$ cat config.mk
export PLATFORM = sky130hd
export DESIGN_NAME = lane_mem_sequencer
export DESIGN_NICKNAME = d
export VERILOG_FILES = /design/src/rtl/lane_mem_sequencer.sv
export SDC_FILE = /design/constraint.sdc
export NUM_CORES = 1
export LEC_CHECK = 0
export CORE_MARGIN = 2
export CORE_UTILIZATION = 44
export DETAILED_ROUTE_END_ITERATION = 7
export GPL_TIMING_DRIVEN = 0
export MAX_ROUTING_LAYER = met4
export PLACE_DENSITY = 0.84
export SYNTH_ARGS = -nofsm -noshare
export SYNTH_HDL_FRONTEND = slang
export SYNTH_SLANG_ARGS = --single-unit
$ cat constraint.sdc
create_clock -name clk -period 1.6 [get_ports clk]
set_input_delay 0.4 -clock clk [delete_from_list [all_inputs] [get_ports clk]]
set_output_delay 0.4 -clock clk [all_outputs]
set_load 0.1 [all_outputs]
$ cat src/rtl/lane_mem_sequencer.sv
`default_nettype none
// +--------------------------------------------------------------------------+
// | Module      : lane_mem_sequencer                                         |
// | Description : Serialises the three per-lane accesses of the EX/MEM       |
// |               register onto one single-port pixel RAM with a 1-cycle     |
// |               registered read, stalling the pipeline until all lanes     |
// |               are serviced.                                              |
// | Option      : LMS_COALESCE_EN - reads skip lanes whose address repeats   |
// |               a lower lane's address and copy that lane's data.          |
// | Revision    : 1.0  initial release                                       |
// +--------------------------------------------------------------------------+
module lane_mem_sequencer #(
  parameter int N  = 18,
  parameter int AW = 19
) (
  input  logic                clk,
  input  logic                reset,
  input  logic                mem_read,
  input  logic                mem_write,
  input  logic [AW-1:0]       addr0,
  input  logic [AW-1:0]       addr1,
  input  logic [AW-1:0]       addr2,
  input  logic [2:0][N-1:0]   wdata,
  output logic [AW-1:0]       ram_addr,
  output logic                ram_we,
  output logic [N-1:0]        ram_wdata,
  input  logic [N-1:0]        ram_rdata,
  output logic [2:0][N-1:0]   rdata,
  output logic                rvalid,
  output logic                stall,
  output logic                busy
);

  typedef enum logic [2:0] {
    S_IDLE   = 3'd0,
    S_ISSUE0 = 3'd1,
    S_ISSUE1 = 3'd2,
    S_ISSUE2 = 3'd3,
    S_DRAIN  = 3'd4,
    S_DONE   = 3'd5
  } state_t;

  state_t               state;
  state_t               state_nxt;

  logic [2:0][AW-1:0]   cap_addr;
  logic [2:0][N-1:0]    cap_wdata;
  logic                 cap_write;
  logic [AW-1:0]        last_addr;

  // Lane whose read was issued last cycle; its data is on ram_rdata now.
  logic                 pend_valid;
  logic [1:0]           pend_lane;
  logic [2:0][N-1:0]    stage;
  logic [2:0][N-1:0]    merged;
  logic [2:0][N-1:0]    result;

  logic                 req;
  logic                 issuing;
  logic [1:0]           issue_lane;
  logic                 dup1;
  logic                 dup2;

  assign req = mem_read | mem_write;

`ifdef LMS_COALESCE_EN
  // Duplicate lanes only matter for reads; writes must hit the RAM in lane order.
  assign dup1 = !cap_write && (cap_addr[1] == cap_addr[0]);
  assign dup2 = !cap_write && ((cap_addr[2] == cap_addr[0]) || (cap_addr[2] == cap_addr[1]));
`else
  assign dup1 = 1'b0;
  assign dup2 = 1'b0;
`endif

  // State register.
  always_ff @(posedge clk) begin
    if (reset) state <= S_IDLE;
    else       state <= state_nxt;
  end

  // Next-state decode plus stall and issue selection.
  always_comb begin
    state_nxt  = state;
    stall      = 1'b0;
    issuing    = 1'b0;
    issue_lane = 2'd0;
    case (state)
      S_IDLE: begin
        if (req) begin
          stall     = 1'b1;
          state_nxt = S_ISSUE0;
        end
      end
      S_ISSUE0: begin
        stall      = 1'b1;
        issuing    = 1'b1;
        issue_lane = 2'd0;
        if (!dup1)      state_nxt = S_ISSUE1;
        else if (!dup2) state_nxt = S_ISSUE2;
        else            state_nxt = S_DRAIN;
      end
      S_ISSUE1: begin
        stall      = 1'b1;
        issuing    = 1'b1;
        issue_lane = 2'd1;
        state_nxt  = dup2 ? S_DRAIN : S_ISSUE2;
      end
      S_ISSUE2: begin
        stall      = 1'b1;
        issuing    = 1'b1;
        issue_lane = 2'd2;
        state_nxt  = cap_write ? S_DONE : S_DRAIN;
      end
      S_DRAIN: begin
        stall     = 1'b1;
        state_nxt = S_DONE;
      end
      S_DONE:  state_nxt = S_IDLE;
      default: state_nxt = S_IDLE;
    endcase
  end

  assign busy      = (state != S_IDLE);
  assign rvalid    = (state == S_DONE) && !cap_write;
  assign ram_we    = issuing && cap_write;
  assign ram_addr  = issuing ? cap_addr[issue_lane] : last_addr;
  assign ram_wdata = issuing ? cap_wdata[issue_lane] : '0;

  // Final lane results: fold in the data arriving this cycle, then copy duplicates.
  always_comb begin
    merged = stage;
    if (pend_valid) merged[pend_lane] = ram_rdata;
    result = merged;
    if (dup1) result[1] = merged[0];
    if (dup2) result[2] = (cap_addr[2] == cap_addr[0]) ? merged[0] : merged[1];
  end

  // Request capture, read-data staging and result publication.
  always_ff @(posedge clk) begin
    if (reset) begin
      cap_addr   <= '0;
      cap_wdata  <= '0;
      cap_write  <= 1'b0;
      last_addr  <= '0;
      pend_valid <= 1'b0;
      pend_lane  <= 2'd0;
      stage      <= '0;
      rdata      <= '0;
    end else begin
      if (state == S_IDLE && req) begin
        cap_addr  <= {addr2, addr1, addr0};
        cap_wdata <= wdata;
        cap_write <= mem_write;
      end
      if (issuing) last_addr <= ram_addr;
      pend_valid <= issuing && !cap_write;
      pend_lane  <= issue_lane;
      if (pend_valid) stage[pend_lane] <= ram_rdata;
      if (state == S_DRAIN) rdata <= result;
    end
  end

endmodule
`default_nettype wire

==> summary.txt, run 1 <==
ROUTING
--------------------------------------------------------------------------------------------------------
Post-DR wirelength/cell                                                                          20.0 µm
Number of nets with antenna violations after routing                                                   0
Total DRC errors in the routed layout                                                                  0
Total detailed-routing wirelength                                                                35.3 mm
Starting DRC count in detailed routing                                                               680
Number of vias after detailed routing                                                              9,485
Average via count per standard cell                                                                 5.37
Router iterations before antenna repair                                                                5

PLACE
--------------------------------------------------------------------------------------------------------
Placed Instance Area                                                                          14,100 µm²
Pre-CTS setup slack                                                                             -1.43 ns
Routability cong.                                                                                  0.883
PortBufs                                                                                             226
Post-DP HPWL                                                                                     23.2 mm

SETUP PATH
--------------------------------------------------------------------------------------------------------
Critical Path Sink Type                                                                      output port
Data arrival time of the critical path                                                           2.00 ns
R2R depth                                                                                              8
Worst reg2reg endpoint                                                                      cap_wdata[25]$_SDFFE_PP0P_
Setup slack on the worst flop-to-flop path                                                      -0.34 ns
CP required                                                                                      1.20 ns
Reg-to-reg critical path startpoint                                                         state[2]$_SDFFE_PP0P_
Class of the most critical setup path                                                       register to output port
Category of the worst setup path launch point                                                   register
Critical-path maximum fanout                                                                           7

DIE
--------------------------------------------------------------------------------------------------------
I/O pin count                                                                                        228
Horiz. Die Dim                                                                                    161 µm
Die Footprint                                                                                 26,100 µm²
Core Rows                                                                                             57
Die Span Y                                                                                        161 µm
Effective utilization at floorplan                                                                 44.9%
Area of the core                                                                              24,300 µm²

STA
--------------------------------------------------------------------------------------------------------
Number of max-slew violations in the final report                                                      0
Unrepaired setup endpoints after global routing                                                     true
Setup WS post-layout                                                                           -0.804 ns
Tightest slew margin relative to the limit                                                         61.8%
Post-Route Skew                                                                               0.00974 ns
Fin crit share                                                                                      150%
Total count of hold-check failures in the final report                                                 0
Worst hold slack                                                                                0.446 ns
Final number of setup-violating endpoints                                                            152
Transition at the pin with the smallest max-transition slack                                    0.573 ns
Minimum clock period                                                                             2.40 ns
Top achievable clock speed                                                                     0.416 GHz

GRT
--------------------------------------------------------------------------------------------------------
Total global routing track utilization                                                             26.6%
Vias in the first global route                                                                     9,797
Overflow after GRT                                                                                     0
Initial antenna violation count                                                                        0
Largest net degree at the start of global routing                                                     15
Wire length of the first global-routing pass                                                     53.7 mm

WORST HOLD PATH
--------------------------------------------------------------------------------------------------------
Worst Hold Class                                                                            input pin to register
Worst Min Path Start                                                                            addr1[9]
Cell depth of the worst min-delay path                                                                 3
Worst min-delay path endpoint                                                               cap_addr[28]$_SDFFE_PP0P_

FINISH
--------------------------------------------------------------------------------------------------------
Highest-count cells in the layout ignoring fill and taps                                    sky130_fd_sc_hd__dfxtp_1 (242), sky130_fd_sc_hd__nand2b_1 (225), sky130_fd_sc_hd__mux2i_1 (160)
Number of nets in the layout                                                                       1,554
Layout-stage area growth over the synthesis result                                                 49.6%
Ant diodes                                                                                             0
Most common library cell in the layout ignoring fill and taps                               sky130_fd_sc_hd__dfxtp_1
Filler instances                                                                                   1,735
Final non-filler cell area                                                                    16,300 µm²
Share of final-layout standard cells stronger than drive strength 1                                26.5%

LOGIC SYNTHESIS
--------------------------------------------------------------------------------------------------------
Number of distinct library cell variants in the gate-level netlist after synthesis                    37
Proportion of netlist area held by the largest area contributor                                    44.9%
Fraction of the yosys area taken by sequential cells                                               44.9%
Post-Syn Area                                                                                 10,900 µm²
Synthesis-stage register bit count                                                                   245
Synth warnings                                                                                         0
Largest area contributor in the netlist                                                     sky130_fd_sc_hd__dfxtp_1
Post-Syn Instances                                                                                 1,126
Mapped Nets                                                                                        1,259
Biggest area contributors in the synthesized netlist                                        sky130_fd_sc_hd__dfxtp_1 (45%), sky130_fd_sc_hd__mux2i_1 (15%), sky130_fd_sc_hd__nand2b_1 (13%)
Synthesized area divided by synthesized cell count                                              9.69 µm²

PWR
--------------------------------------------------------------------------------------------------------
Portion of total power attributed to combinational logic                                           32.7%
Largest vdd supply drop                                                                         0.690 mV
Net Sw Frac                                                                                        32.7%
Internal Pwr Total                                                                               13.1 mW
Sequential share of power                                                                          35.9%
Psw                                                                                              6.36 mW
LEAKAGE                                                                                          6.65 nW
Power density over the cells                                                                 1190 nW/µm²
Clock power share                                                                                  31.4%

CLOCK NETWORK
--------------------------------------------------------------------------------------------------------
H-tree levels                                                                                          1
Hold_buf cts                                                                                           0
Post-CTS clock slew at the launch and capture registers of the worst setup and hold paths        0.06 ns
Deepest clock path buffer count                                                                        3
Clock latency on the worst-skew pair                                                             0.52 ns
Clock root buffer                                                                           sky130_fd_sc_hd__clkbuf_16
Number of buffers created by CTS                                                                      27
CTS tree                                                                                           built
Num Clock Sinks                                                                                      245

RUN STATUS
--------------------------------------------------------------------------------------------------------
Result of the run                                                                           finished with violations
Violations in the final reports                                                             negative setup slack

RUN
--------------------------------------------------------------------------------------------------------
Number of violations of the max-capacitance limit                                                      0

-- sequential cells by signal, indices dropped and copies added (netlist names) --
register	count
cap_wdata	54
last_addr	19
rdata	54
pend_lane	2
state	3
pend_valid	1
stage	54
cap_addr	57
cap_write	1
-- metrics by stage --
| stage | power, mW | TNS [ns] | cells | utilization [%] |
|---|---|---|---|---|
| after floorplan | 10.6 | -23.73 | 1126 | - |
| after global placement | 11.9 | -172.49 | 1676 | 57.8 |
| after detailed placement | 11.9 | -173.45 | 1676 | 57.8 |
| after CTS | 19.2 | -59.62 | 1757 | 66.4 |
| after global routing | 20.0 | -66.70 | 1765 | 67.1 |
| final | 19.4 | -58.76 | 1765 | 67.1 |
-- how the worst max path moves through the flow --
stage / start / to / slack [ns] / cells past startpoint
after global routing: state[1]$_SDFFE_PP0P_ / ram_wdata[11] / -0.84 / 6
final: state[1]$_SDFFE_PP0P_ / ram_addr[10] / -0.80 / 6
after global placement: state[2]$_SDFFE_PP0P_ / ram_addr[1] / -1.42 / 6
after floorplan: state[2]$_SDFFE_PP0P_ / ram_addr[1] / -1.04 / 5
after CTS: state[1]$_SDFFE_PP0P_ / stall / -0.81 / 7
after detailed placement: state[2]$_SDFFE_PP0P_ / ram_addr[2] / -1.43 / 6
-- power groups by stage --
stage          clock network (mW)  registers (mW)  logic [mW]
2_1_floorplan                   0            7.35        3.24
3_3_place_gp                    0            7.01        4.85
3_5_place_dp                    0            7.03        4.90
4_1_cts                      6.14            6.94        6.16
5_1_grt                      6.41            7.01        6.58
6_report                     6.10            6.97        6.35
-- cell families (layout without fill, tap and decap cells) --
family	count (synthesis)	after routing	share of synthesized area, %
AO/OA/AOI/OAI	135	135	9.05
XOR/XNOR	1	1	0.0803
buffers and inverters	97	412	5.26
flip-flops	245	245	44.9
multiplexers	202	202	18.9
AND/OR/NAND/NOR	446	446	21.8
-- repair_timing --
item | CTS | global route
pin swaps | 10 | 20
setup endpoints to repair | 199 | 284
resized for setup | 809 | 61
buffers inserted | 19 | 17
cloned | 13 | 4
-- critical path, cell delays in order, from the launching register on --
cell and delay [ns]:
sky130_fd_sc_hd__dfxtp_4 0.40, sky130_fd_sc_hd__buf_12 0.15, sky130_fd_sc_hd__clkbuf_16 0.16, sky130_fd_sc_hd__mux2_4 0.32, sky130_fd_sc_hd__nand2_2 0.07, sky130_fd_sc_hd__o211ai_1 0.15
sky130_fd_sc_hd__buf_6 0.23
-- layout make-up --
cell class / count / area [µm²] / share of cell area [%]
repair buffers: 271 / 3150 / 19.3
clock buffers: 37 / 743 / 4.55
plain buffers: 91 / 862 / 5.28
inverters: 1 / 3.75 / 0.0230
multi-input cells: 784 / 6120 / 37.5
flip-flops and latches: 245 / 4920 / 30.1
clock inverters: 12 / 128 / 0.782
well taps: 324 / 405 / 2.48
-- cells in the mapped netlist --
library cell / count
sky130_fd_sc_hd__or2_1: 2
sky130_fd_sc_hd__or3_4: 1
sky130_fd_sc_hd__o211ai_1: 15
sky130_fd_sc_hd__and2b_1: 1
sky130_fd_sc_hd__and2_1: 1
sky130_fd_sc_hd__o221ai_1: 21
sky130_fd_sc_hd__mux2_2: 2
sky130_fd_sc_hd__nand3b_1: 4
sky130_fd_sc_hd__a21boi_1: 1
sky130_fd_sc_hd__nand2b_1: 227
sky130_fd_sc_hd__nand2_1: 49
sky130_fd_sc_hd__nor3b_1: 4
sky130_fd_sc_hd__nor3b_2: 1
sky130_fd_sc_hd__o21ba_1: 1
sky130_fd_sc_hd__o32ai_1: 1
sky130_fd_sc_hd__nor2_1: 129
sky130_fd_sc_hd__nor3_1: 1
sky130_fd_sc_hd__dfxtp_1: 245
sky130_fd_sc_hd__clkbuf_1: 51
sky130_fd_sc_hd__and3b_1: 1
sky130_fd_sc_hd__mux2i_1: 169
sky130_fd_sc_hd__o21ai_1: 1
sky130_fd_sc_hd__nor2b_1: 20
sky130_fd_sc_hd__mux2_1: 31
sky130_fd_sc_hd__nor2_4: 1
sky130_fd_sc_hd__xnor2_1: 1
sky130_fd_sc_hd__buf_1: 7
sky130_fd_sc_hd__a211oi_1: 55
sky130_fd_sc_hd__inv_1: 1
sky130_fd_sc_hd__buf_12: 10
sky130_fd_sc_hd__nor4_1: 3
sky130_fd_sc_hd__buf_2: 23
sky130_fd_sc_hd__a2111oi_0: 1
sky130_fd_sc_hd__a21oi_1: 22
sky130_fd_sc_hd__a22oi_1: 17
sky130_fd_sc_hd__buf_4: 5
sky130_fd_sc_hd__or3b_1: 1
-- metal layers --
metal	global-route usage, %	part of all wire [%]	up-vias
met5	-	0	-
met4	9.13	3.2	0
met3	3.36	6.6	87
met2	44.8	49	431
met1	33.1	41	4529
li1	-	-	4438
Power figures use the tool's default switching activity.
==> run 2, diff against run 1 <==
clock period = 2.2 ns   (was 1.6 ns; I/O delays follow)
==> run 2 against run 1 <==
Compared with the run above: the flow still finishes with violations (negative setup slack); combinational power fell by 36%; sequential share of layout area rose by 0.96 points; first-iteration DRC count unchanged; clock power is 28% lower; setup slack better by 0.37 ns; clock skew up 0.0010 ns; wire length decreased by 4.2%; cell area down 3.1%; worst hold slack improved by 0.028 ns; via count decreased by 1.1%; power is 30% lower; register-to-register slack improved by 0.55 ns; critical path type unchanged; highest routed layer unchanged.
==> summary.txt, run 2 (synthesized netlist as in run 1, its figures left out) <==
DIE
--------------------------------------------------------------------------------------------------------
Area of the core                                                                              24,300 µm²   unchanged
Die Footprint                                                                                 26,100 µm²   unchanged
Effective utilization at floorplan                                                                 44.9%   unchanged
Die Span Y                                                                                        161 µm   unchanged
Horiz. Die Dim                                                                                    161 µm   unchanged
I/O pin count                                                                                        228   unchanged
Core Rows                                                                                             57   unchanged

PWR
--------------------------------------------------------------------------------------------------------
Power consumption                                                                                13.6 mW   -30%
Power density over the cells                                                                  857 nW/µm²   -28%
Largest vdd supply drop                                                                         0.504 mV   -27%
LEAKAGE                                                                                          6.29 nW   -5.4%

CLOCK NETWORK
--------------------------------------------------------------------------------------------------------
Clock latency on the worst-skew pair                                                             0.52 ns   about the same
Clock root buffer                                                                           sky130_fd_sc_hd__clkbuf_16
Hold_buf cts                                                                                           0   unchanged
CTS tree                                                                                           built
Number of buffers created by CTS                                                                      26   -3.7%
Post-CTS clock slew at the launch and capture registers of the worst setup and hold paths        0.06 ns   about the same
H-tree levels                                                                                          1   unchanged
Num Clock Sinks                                                                                      245   unchanged
Deepest clock path buffer count                                                                        3   unchanged

ROUTING
--------------------------------------------------------------------------------------------------------
Number of nets with antenna violations after routing                                                   0   unchanged
Number of vias after detailed routing                                                              9,378   -1.1%
Post-DR wirelength/cell                                                                          19.4 µm   -3.1%
Total detailed-routing wirelength                                                                33.8 mm   -4.2%
Router iterations before antenna repair                                                                5   unchanged
Starting DRC count in detailed routing                                                               680   unchanged
Average via count per standard cell                                                                 5.37   about the same
Total DRC errors in the routed layout                                                                  0   unchanged

WORST HOLD PATH
--------------------------------------------------------------------------------------------------------
Cell depth of the worst min-delay path                                                                 2   -1
Worst Hold Class                                                                            register to register

FINISH
--------------------------------------------------------------------------------------------------------
Number of nets in the layout                                                                       1,534   -1.3%
Register ranked first by flip-flop count                                                        cap_addr
Most common library cell in the layout ignoring fill and taps                               sky130_fd_sc_hd__dfxtp_1
Layout-stage area growth over the synthesis result                                                 44.9%
Highest-count cells in the layout ignoring fill and taps                                    sky130_fd_sc_hd__dfxtp_1 (242), sky130_fd_sc_hd__nand2b_1 (225), sky130_fd_sc_hd__mux2i_1 (166)
Share of final-layout standard cells stronger than drive strength 1                                23.0%   -3.5 points
Flip-flop count of the largest register, all copies and words added                                   57   unchanged

RUN STATUS
--------------------------------------------------------------------------------------------------------
Violations in the final reports                                                             negative setup slack
Result of the run                                                                           finished with violations

GRT
--------------------------------------------------------------------------------------------------------
Wire length of the first global-routing pass                                                     49.3 mm   -8.1%
Overflow after GRT                                                                                     0   unchanged
Total global routing track utilization                                                             24.6%   -2.0 points
Vias in the first global route                                                                     9,075   -7.4%
Largest net degree at the start of global routing                                                     14   -1
Initial antenna violation count                                                                        2   +2

STA
--------------------------------------------------------------------------------------------------------
Worst hold slack                                                                                0.475 ns   +0.0284 ns
Fin crit share                                                                                      120%
Total count of hold-check failures in the final report                                                 0   unchanged
Post-Route Skew                                                                                0.0107 ns   +0.00101 ns
Top achievable clock speed                                                                     0.379 GHz
Final number of setup-violating endpoints                                                             41   -73%
Setup WS post-layout                                                                           -0.436 ns   +0.368 ns
Transition at the pin with the smallest max-transition slack                                    0.758 ns   +0.185 ns
Number of max-slew violations in the final report                                                      0   unchanged
Unrepaired setup endpoints after global routing                                                     true
Tightest slew margin relative to the limit                                                         49.5%   -12 points
Minimum clock period                                                                             2.64 ns

SETUP PATH
--------------------------------------------------------------------------------------------------------
R2R depth                                                                                              6   -2
Category of the worst setup path launch point                                                   register
Critical-path maximum fanout                                                                          10   +3
Class of the most critical setup path                                                       register to output port
CP required                                                                                      1.65 ns   +0.45 ns
Data arrival time of the critical path                                                           2.09 ns   +0.09 ns
Critical Path Sink Type                                                                      output port

PLACE
--------------------------------------------------------------------------------------------------------
PortBufs                                                                                             226   unchanged
Post-DP HPWL                                                                                     23.5 mm   +1.1%
Routability cong.                                                                                  0.871   -1.4%

RUN
--------------------------------------------------------------------------------------------------------
Number of violations of the max-capacitance limit                                                      0   unchanged

run 2: metrics by stage:
| step | area, µm² | cells | setup slack [ns] | TNS (ns) | util [%] |
|---|---|---|---|---|---|
| floorplan | 11100 | 1126 | -0.593 | -13.48 | - |
| global placement | 13800 | 1676 | -1.10 | -44.56 | 56.8 |
| detailed placement | 13800 | 1676 | -1.11 | -46.66 | 56.8 |
| CTS | 15400 | 1730 | -0.401 | -12.81 | 63.2 |
| global route | 15800 | 1744 | -0.450 | -14.17 | 65.0 |
| finish | 15800 | 1745 | -0.436 | -12.96 | 65.0 |
run 2: repair_timing:
action	CTS	global route
endpoints found under the hold margin	0	0
setup endpoints to repair	95	40
resized for setup	577	84
pin swaps	3	32
setup buffers	7	8
cloned	2	5
run 2: worst paths after layout:
path,start,end,slack [ns]
worst max register to register,state[2]$_SDFFE_PP0P_,last_addr[8]$_SDFFE_PP0N_,0.21
worst min register to register,cap_addr[53]$_SDFFE_PP0P_,cap_addr[53]$_SDFFE_PP0P_,0.47
worst min-delay path,cap_addr[53]$_SDFFE_PP0P_,cap_addr[53]$_SDFFE_PP0P_,0.47
worst max-delay path,state[2]$_SDFFE_PP0P_,ram_addr[1],-0.44
run 2: worst max-delay path: stages, from the launching register on:
cell,delay [ns]
sky130_fd_sc_hd__dfxtp_2,0.33
sky130_fd_sc_hd__buf_6,0.14
sky130_fd_sc_hd__nor2b_4,0.18
sky130_fd_sc_hd__buf_8,0.18
sky130_fd_sc_hd__a21oi_2,0.07
sky130_fd_sc_hd__o211ai_1,0.36
sky130_fd_sc_hd__buf_6,0.29
run 2: report_power, final:
| group | switching, mW | total (mW) | internal (mW) | leakage (nW) |
|---|---|---|---|---|
| logic | 2.37 | 4.07 | 1.70 | 3.86 |
| clock network | 1.75 | 4.42 | 2.67 | 0.427 |
| registers | 0.247 | 5.06 | 4.81 | 2.00 |
| total | 4.37 | 13.6 | 9.18 | 6.29 |
run 2: area by class of cell:
class	instances	area [µm²]
Antenna cell	3	7.51
Buffer	95	806
Clock buffer	39	781
Clock inverter	6	83.8
Fill cell	1790	8500
Inverter	1	3.75
Multi-Input combinational cell	784	5960
Sequential cell	245	4910
Tap cell	324	405
Timing Repair Buffer	248	2850
run 2: per-layer routing:
| layer | routed length [µm] | global-route usage, % |
|---|---|---|
| met5 | 0 | - |
| met4 | 1060 | 6.78 |
| met3 | 2380 | 3.70 |
| met2 | 16500 | 42.6 |
| met1 | 13900 | 30.0 |
